--- config.mk ---
export PLATFORM = sky130hd
export DESIGN_NAME = mul_div_unit
export DESIGN_NICKNAME = d
export VERILOG_FILES = /design/src/rtl/mul_div_unit.sv
export SDC_FILE = /design/constraint.sdc
export NUM_CORES = 1
export LEC_CHECK = 0
export CAP_MARGIN = 10
export CORE_MARGIN = 3
export CORE_UTILIZATION = 40
export DETAILED_ROUTE_END_ITERATION = 8
export GPL_ROUTABILITY_DRIVEN = 0
export GPL_TIMING_DRIVEN = 0
export PLACE_DENSITY = 0.72
export SLEW_MARGIN = 20
export SYNTH_ARGS = -nofsm -noshare
export SYNTH_HDL_FRONTEND = slang
export SYNTH_SLANG_ARGS = --single-unit
--- constraint.sdc ---
create_clock -name clk -period 3.8 [get_ports clk]
set_input_delay 0.76 -clock clk [delete_from_list [all_inputs] [get_ports clk]]
set_output_delay 0.76 -clock clk [all_outputs]
set_load 0.03 [all_outputs]
--- src/rtl/mul_div_unit.sv ---
// Multi-cycle 16-bit multiply/divide execute unit: shift-add multiply, restoring divide,
// sign fix-up on completion, and direct drive of the register file's two write ports.
module mul_div_unit #(
  parameter int unsigned dataSize = 16,
  parameter int unsigned regSize  = 4
) (
  input  logic                clk,
  input  logic                rst,
  input  logic                start,
  input  logic [1:0]          op,
  input  logic [dataSize-1:0] opA,
  input  logic [dataSize-1:0] opB,
  input  logic [regSize-1:0]  dstIn,
  output logic                busy,
  output logic                done,
  output logic                divZero,
  output logic [regSize-1:0]  regDst,
  output logic [dataSize-1:0] regDstData,
  output logic [dataSize-1:0] regR15Data,
  output logic                wr,
  output logic                wrR15
);

  localparam int unsigned DW = dataSize;
  localparam int unsigned CW = $clog2(dataSize);

  typedef enum logic [1:0] {
    IDLE = 2'd0,
    PREP = 2'd1,
    CALC = 2'd2,
    DONE = 2'd3
  } state_t;

  state_t              state_q, state_d;
  logic [1:0]          op_q, op_d;
  logic [DW-1:0]       a_q, a_d;
  logic [DW-1:0]       b_q, b_d;
  logic [regSize-1:0]  dst_q, dst_d;
  logic                sa_q, sa_d;
  logic                sb_q, sb_d;
  logic [DW-1:0]       hi_q, hi_d;
  logic [DW-1:0]       lo_q, lo_d;
  logic [DW-1:0]       m_q, m_d;
  logic [CW-1:0]       cnt_q, cnt_d;
  logic                done_q, done_d;
  logic                dz_q, dz_d;
  logic                wr_q, wr_d;
  logic                wr15_q, wr15_d;
  logic [regSize-1:0]  rdst_q, rdst_d;
  logic [DW-1:0]       rlo_q, rlo_d;
  logic [DW-1:0]       rhi_q, rhi_d;

  logic                is_div;
  logic                sgn_a, sgn_b;
  logic [DW-1:0]       mag_a, mag_b;
  logic [DW:0]         mul_sum;
  logic [DW:0]         div_rsh;
  logic [DW+1:0]       div_diff;
  logic [DW-1:0]       step_hi, step_lo;
  logic [2*DW-1:0]     prod, prod_s;
  logic [DW-1:0]       res_lo, res_hi;

  assign is_div = op_q[1];
  assign sgn_a  = op_q[0] & a_q[DW-1];
  assign sgn_b  = op_q[0] & b_q[DW-1];
  assign mag_a  = sgn_a ? -a_q : a_q;
  assign mag_b  = sgn_b ? -b_q : b_q;

  // One iteration of either algorithm; hi holds partial product / partial remainder,
  // lo holds the remaining multiplier bits / dividend bits being shifted into quotient.
  always_comb begin
    mul_sum  = {1'b0, hi_q} + (lo_q[0] ? {1'b0, m_q} : {(DW+1){1'b0}});
    div_rsh  = {hi_q, lo_q[DW-1]};
    div_diff = {1'b0, div_rsh} - {2'b00, m_q};
    if (is_div) begin
      step_hi = div_diff[DW+1] ? div_rsh[DW-1:0] : div_diff[DW-1:0];
      step_lo = {lo_q[DW-2:0], ~div_diff[DW+1]};
    end else begin
      step_hi = mul_sum[DW:1];
      step_lo = {mul_sum[0], lo_q[DW-1:1]};
    end
  end

  // Sign fix-up is applied to the final iteration's outputs so the result lands in DONE.
  always_comb begin
    prod   = {step_hi, step_lo};
    prod_s = (sa_q ^ sb_q) ? -prod : prod;
    if (is_div) begin
      res_lo = (sa_q ^ sb_q) ? -step_lo : step_lo;
      res_hi = sa_q ? -step_hi : step_hi;
    end else begin
      res_lo = prod_s[DW-1:0];
      res_hi = prod_s[2*DW-1:DW];
    end
  end

  always_comb begin
    state_d = state_q;
    op_d    = op_q;
    a_d     = a_q;
    b_d     = b_q;
    dst_d   = dst_q;
    sa_d    = sa_q;
    sb_d    = sb_q;
    hi_d    = hi_q;
    lo_d    = lo_q;
    m_d     = m_q;
    cnt_d   = cnt_q;
    done_d  = 1'b0;
    dz_d    = 1'b0;
    wr_d    = 1'b0;
    wr15_d  = 1'b0;
    rdst_d  = rdst_q;
    rlo_d   = rlo_q;
    rhi_d   = rhi_q;

    unique case (state_q)
      IDLE: begin
        if (start) begin
          op_d    = op;
          a_d     = opA;
          b_d     = opB;
          dst_d   = dstIn;
          state_d = PREP;
        end
      end
      PREP: begin
        sa_d  = sgn_a;
        sb_d  = sgn_b;
        hi_d  = '0;
        cnt_d = CW'(DW - 1);
        lo_d  = is_div ? mag_a : mag_b;
        m_d   = is_div ? mag_b : mag_a;
        if (is_div && (b_q == '0)) begin
          state_d = DONE;
          done_d  = 1'b1;
          dz_d    = 1'b1;
          wr_d    = 1'b1;
          wr15_d  = (dst_q != '0);
          rdst_d  = dst_q;
          rlo_d   = '1;
          rhi_d   = a_q;
        end else begin
          state_d = CALC;
        end
      end
      CALC: begin
        hi_d  = step_hi;
        lo_d  = step_lo;
        cnt_d = cnt_q - CW'(1);
        if (cnt_q == '0) begin
          state_d = DONE;
          done_d  = 1'b1;
          wr_d    = 1'b1;
          wr15_d  = (dst_q != '0);
          rdst_d  = dst_q;
          rlo_d   = res_lo;
          rhi_d   = res_hi;
        end
      end
      DONE: begin
        state_d = IDLE;
      end
      default: begin
        state_d = IDLE;
      end
    endcase
  end

  always_ff @(posedge clk) begin
    if (rst) begin
      state_q <= IDLE;
      op_q    <= '0;
      a_q     <= '0;
      b_q     <= '0;
      dst_q   <= '0;
      sa_q    <= 1'b0;
      sb_q    <= 1'b0;
      hi_q    <= '0;
      lo_q    <= '0;
      m_q     <= '0;
      cnt_q   <= '0;
      done_q  <= 1'b0;
      dz_q    <= 1'b0;
      wr_q    <= 1'b0;
      wr15_q  <= 1'b0;
      rdst_q  <= '0;
      rlo_q   <= '0;
      rhi_q   <= '0;
    end else begin
      state_q <= state_d;
      op_q    <= op_d;
      a_q     <= a_d;
      b_q     <= b_d;
      dst_q   <= dst_d;
      sa_q    <= sa_d;
      sb_q    <= sb_d;
      hi_q    <= hi_d;
      lo_q    <= lo_d;
      m_q     <= m_d;
      cnt_q   <= cnt_d;
      done_q  <= done_d;
      dz_q    <= dz_d;
      wr_q    <= wr_d;
      wr15_q  <= wr15_d;
      rdst_q  <= rdst_d;
      rlo_q   <= rlo_d;
      rhi_q   <= rhi_d;
    end
  end

  assign busy       = (state_q != IDLE);
  assign done       = done_q;
  assign divZero    = dz_q;
  assign wr         = wr_q;
  assign wrR15      = wr15_q;
  assign regDst     = rdst_q;
  assign regDstData = rlo_q;
  assign regR15Data = rhi_q;

endmodule

# Word-level counts from Yosys, hierarchy flattened
# Cells that the tools add are included.
totals:
  reg_bits: 133
  latchBits: 0
  ramBits: 0
  romBits: 0
  out_inout_bits: 41
  elab_cells: 82
  memories: 0
op_classes:
  n_addsub: 8
  n_mul: 0
  n_div: 0
  magnitude_cmp: 0
  eq_ne: 6
  n_shift: 0
  n_mux: 35
  bitwise_logic: 5
  reduce_logical: 11
op_table:
  columns: ["op", "count"]
  rows:
  - ["16-bit two-way mux", 16]
  - ["16-bit one-hot mux with 2 select lines", 4]
  - ["16-bit negation", 4]
  - ["32-bit two-way mux", 1]
  - ["32-bit negation", 1]
  - ["17-bit by 16-bit subtractor with 18-bit output", 1]
  - ["16-bit by 16-bit adder with 17-bit output", 1]
  - ["16-bit logical NOT", 1]
  - ["4-bit one-hot mux with 2 select lines", 2]
  - ["4-bit two-way mux", 2]
  - ["2-bit one-hot mux with 4 select lines", 1]
  - ["2-bit inequality test, second input constant", 3]
  - ["1-bit two-way mux", 5]
  - ["2-bit == test, second input constant", 2]
  - ["4-bit logical NOT", 1]
  - ["2-bit two-way mux", 2]
  - ["1-bit one-hot mux with 2 select lines", 2]
  - ["2-bit AND reduction", 2]
  - ["2-bit nonzero test", 2]
  - ["4-bit nonzero test", 1]
  - ["4-bit by 1-bit subtractor with 4-bit output, second input constant", 1]
  - ["3-bit AND reduction", 1]
  - ["1-bit bitwise AND", 2]
  - ["2-bit by 1-bit == test with 1-bit output, second input constant", 1]
  - ["5 further kinds", 6]

# Logic depth before layout (Yosys ltp)
depth:
  depth_word: 8
  ltp_mapped: 18

# Worst setup path after synthesis
# Ideal clock, no wire load.
synth_path:
  kind: "flip-flop to flip-flop"
  startpoint: "register m_q[14]"
  endpoint: "register rhi_q[6], in the netlist regR15Data[6]"
  arrival_time_ns: 3.910
  required_time_ns: 3.730
  path_slack_ns: -0.181
  stages_incl_launch_ff: 18
  path_buffers: 0
  cell_sequence: "dfxtp_1 > inv_1 > ha_1 > a21o_1 > a211o_1 > a221oi_4 > nand3_1 > o21ai_0 > ha_1 > o211ai_1 > or3_1 > or4_1 > o21a_1 > and2_1 > a21oi_1 > xnor2_1 > o21ai_1 > a21oi_1"
synth_between:
  elab_chain_cells: 8
  word_cells_on_any_way: 12
synth_rtl:
  columns: ["item", "line_no", "text"]
  rows:
  - ["start, declared", "43", "logic [DW-1:0] m_q, m_d;"]
  - ["start signal, assigned", "200", "m_q <= m_d;"]
  - ["17-bit by 16-bit subtractor with 18-bit output (*)", "74", "div_diff = {1'b0, div_rsh} - {2'b00, m_q};"]
  - ["16-bit two-way mux or 1-bit inverter (tied branches)", "76, 77", null]
  - ["16-bit two-way mux", "75", "if (is_div) begin"]
  - ["32-bit negation or 16-bit negation (tied branches)", "87, 90", null]
  - ["32-bit two-way mux or 16-bit two-way mux (tied branches)", "87, 90", null]
  - ["16-bit two-way mux (*)", "88", "if (is_div) begin"]
  - ["16-bit two-way mux (*)", "151", "if (cnt_q == '0) begin"]
  - ["16-bit one-hot mux with 2 select lines (*)", "117", "unique case (state_q)"]
  - ["end signal, assigned", "208", "rhi_q <= rhi_d;"]
  - ["end, declared", "51", "logic [DW-1:0] rhi_q, rhi_d;"]
# Mark *: on every way between the ends. The rest lies on a longest branch, timed or not. The select of a mux whose other input is x is not followed.
# A chain may end at the register's enable or synchronous reset.

# Worst setup path in the final report
# Same ends and word-level chain as after synthesis.

==> out/qor.csv <==
metric;value;unit
initial core utilization;0.410;
Hold/Removal Path Class;reg2reg;
first-pass GRT wire length;47.5;mm
Nets;1379;
Crit path depth;18;
die area;24300;um2
Seq pwr share;0.240;
r2r setup slk;-0.11;ns
Final Setup Violations;5;
drt initial violations;1172;
clock share of power;0.203;
worst hold slack;0.456;ns
Int Pwr;4640;uW
mapped cell area;9000;um2
area leader, netlist;dfxtp_1;
syn avg cell area;7.65;um2
Die Y;156;um
clock-pin slew on the worst setup and hold paths;0.06;ns
Worst Path Max Fanout;4;
CP peak stage delay;0.55;ns
DP HPWL;22.8;mm
number of buffers created by CTS;17;
DR vias;9499;
Async S/R FF share, synth;0;
Worst-Skew Late Latency;0.43;ns
Slew Viols, Final;0;
final non-filler cell total;1588;
Final Skew;0.0122;ns
Net Sw Frac;0.463;
post-synth top area share;0.296;
die width;156;um
Vias/cell;5.98;
CP arrival;4.20;ns
Top Ports;82;
Worst path most repeated cell;ha_4;
CP Buf/Inv Count;2;
core area;22000;um2
Worst path slowest cell;or4_4;
Syn Inst Count;1177;
Inserted Diodes;0;
P per Cell Area;761;nW/um2
Final WS setup;-0.107;ns
CTS tree;yes;
largest net degree at the start of global routing;17;
WL final;30.8;mm
placed cells;1538;
WS Path Type;reg2reg;
sequential share of the synthesized area;0.296;
Max clock buf depth;2;
Combinational Power Share;0.558;
router iterations before antenna repair;6;
Ys Warns;0;
hold_buf cts;0;
crit end category;flop;
max_cap viols;0;
Worst-Margin Slew;0.865;ns
Synth top cells by count;nand2_1 (174), a21oi_1 (144), nor2_1 (136), dfxtp_1 (133), xnor2_1 (51);
Root Buffer;clkbuf_16;
run status;finished with violations;
Hold Path Depth;2;
RSZ-0062 raised after global routing;true;
Row Count;54;
sw power;4000;uW
FF-to-FF path depth;18;
synth unique cells;76;
initial antenna violation count;0;
gr usage total;0.246;
grt total ovfl;0;
final instance area;11400;um2
clock sink total;133;
worst vdd ir;0.000350;V
area post-placement;10200;um2
share of layout cells above drive strength 1;0.131;
DR DRC count;0;
Fin. Hold Viols;0;
crit start category;flop;
FF+latch count, synth;133;
failing checks;negative setup slack;
wire per inst;19.4;um
cell family with most CP delay;compound AO/OA/AOI/OAI gates;
CP required;4.09;ns
count leader, synth;nand2_1;
vias in the first global route;8689;
Lkg Pwr;0.00437;uW
crit-path cells;inv_2 > ha_4 > a21o_1 > a211o_1 > a221oi_4 > buf_6 > nand3_4 > o21ai_4 > ha_4 > o211ai_1 > or3_4 > or4_4 > o21a_4 > and2_4 > a21oi_4 > xnor2_2 > o21ai_2 > a21oi_1;
final period utilization;1.03;
top_reg_cell synth;dfxtp_1;
# H-tree levels;4;
min cycle time layout;3.91;ns
fmax;256;MHz
total power;8640;uW
Synth Net Count;1261;
relative slew slack;0.423;
Routed Antenna Nets;0;
ranking of synthesized cells by area;dfxtp_1 (30%), a21oi_1 (8.0%), nand2_1 (7.3%);
number of port buffers;81;
number of synthesized flops with an enable pin;0;
P&R area growth vs syn;26.1;%
## path summary, 6_finish.rpt
| kind | from | end |
|---|---|---|
| setup / recovery | m_q[14] | regR15Data[6] |
| hold / removal | regR15Data[4] | regR15Data[4] |
| setup reg to reg | m_q[14] | regR15Data[6] |
| hold reg to reg | regR15Data[4] | regR15Data[4] |
## cells by family after synthesis
family          share of synthesized area
compound gates                      0.215
xor+xnor                           0.0817
fa+ha+maj                          0.0614
buf+inv                            0.0485
flops                               0.296
mux                                0.0773
simple gates                        0.221
## power groups by stage
stage | registers (uW) | clock network [uW] | logic [uW]
2_1_floorplan | 2200 | 0 | 2750
3_3_place_gp | 2060 | 0 | 4220
3_5_place_dp | 2070 | 0 | 4280
4_1_cts | 2050 | 1750 | 4530
5_1_grt | 2100 | 1810 | 5180
6_report | 2070 | 1750 | 4820
## what timing repair did
| item | 4_1_cts | 5_1_grt |
|---|---|---|
| gates resized for setup | 55 | 43 |
| setup buffers | 9 | 9 |
| setup endpoints to repair | 26 | 15 |
| pin swaps | 20 | 17 |
## cells in the final DEF, fill, tap and decap left out, drive strengths merged, types with 33 or more instances in the layout
cell,count
o21ai,49
nand2,175
dfxtp,133
ha,41
clkbuf,69
a21oi,144
nor3,36
xnor2,51
clkdlybuf4s50,81
xor2,33
buf,38
inv,39
nor2,137
## layout make-up
class / count / area [um2]
Sequential cell: 133 / 2690
Clock buffer: 19 / 433
Clock inverter: 13 / 183
Fill cell: 2046 / 10600
Timing Repair Buffer: 99 / 966
Tap cell: 280 / 350
Buffer: 70 / 327
Multi-Input combinational cell: 935 / 6270
Inverter: 39 / 146
## worst min-delay path: cells and delay by family, from the launching register on
kind | cells | cell delay (ns)
flip-flops | 1 | 0.31
AO/OA/AOI/OAI | 1 | 0.05
AND/OR/NAND/NOR | 1 | 0.05
## state kept, by name, summed over array words and instances (netlist names), 4 cells and up
signal	cells
lo_q	16
cnt_q	4
hi_q	16
m_q	16
dst_q	4
regDst	4
b_q	16
a_q	16
regR15Data	16
regDstData	16
## through the flow
stage | worst slack, ns | util | TNS [ns]
after CTS | -0.231 | 0.505 | -1.13
after global placement | -1.03 | 0.464 | -11.34
final | -0.107 | 0.517 | -0.343
after global routing | -0.216 | 0.517 | -1.36
after floorplan | 0.00448 | - | 0
after detailed placement | -1.06 | 0.464 | -11.54
## routing by layer
layer,up-vias,GRT usage,share of wire
li1,4388,-,-
met1,4456,0.336,0.42
met2,557,0.386,0.44
met3,98,0.0488,0.10
met4,0,0.0925,0.036
met5,-,0,0
Power figures use the tool's default switching activity.
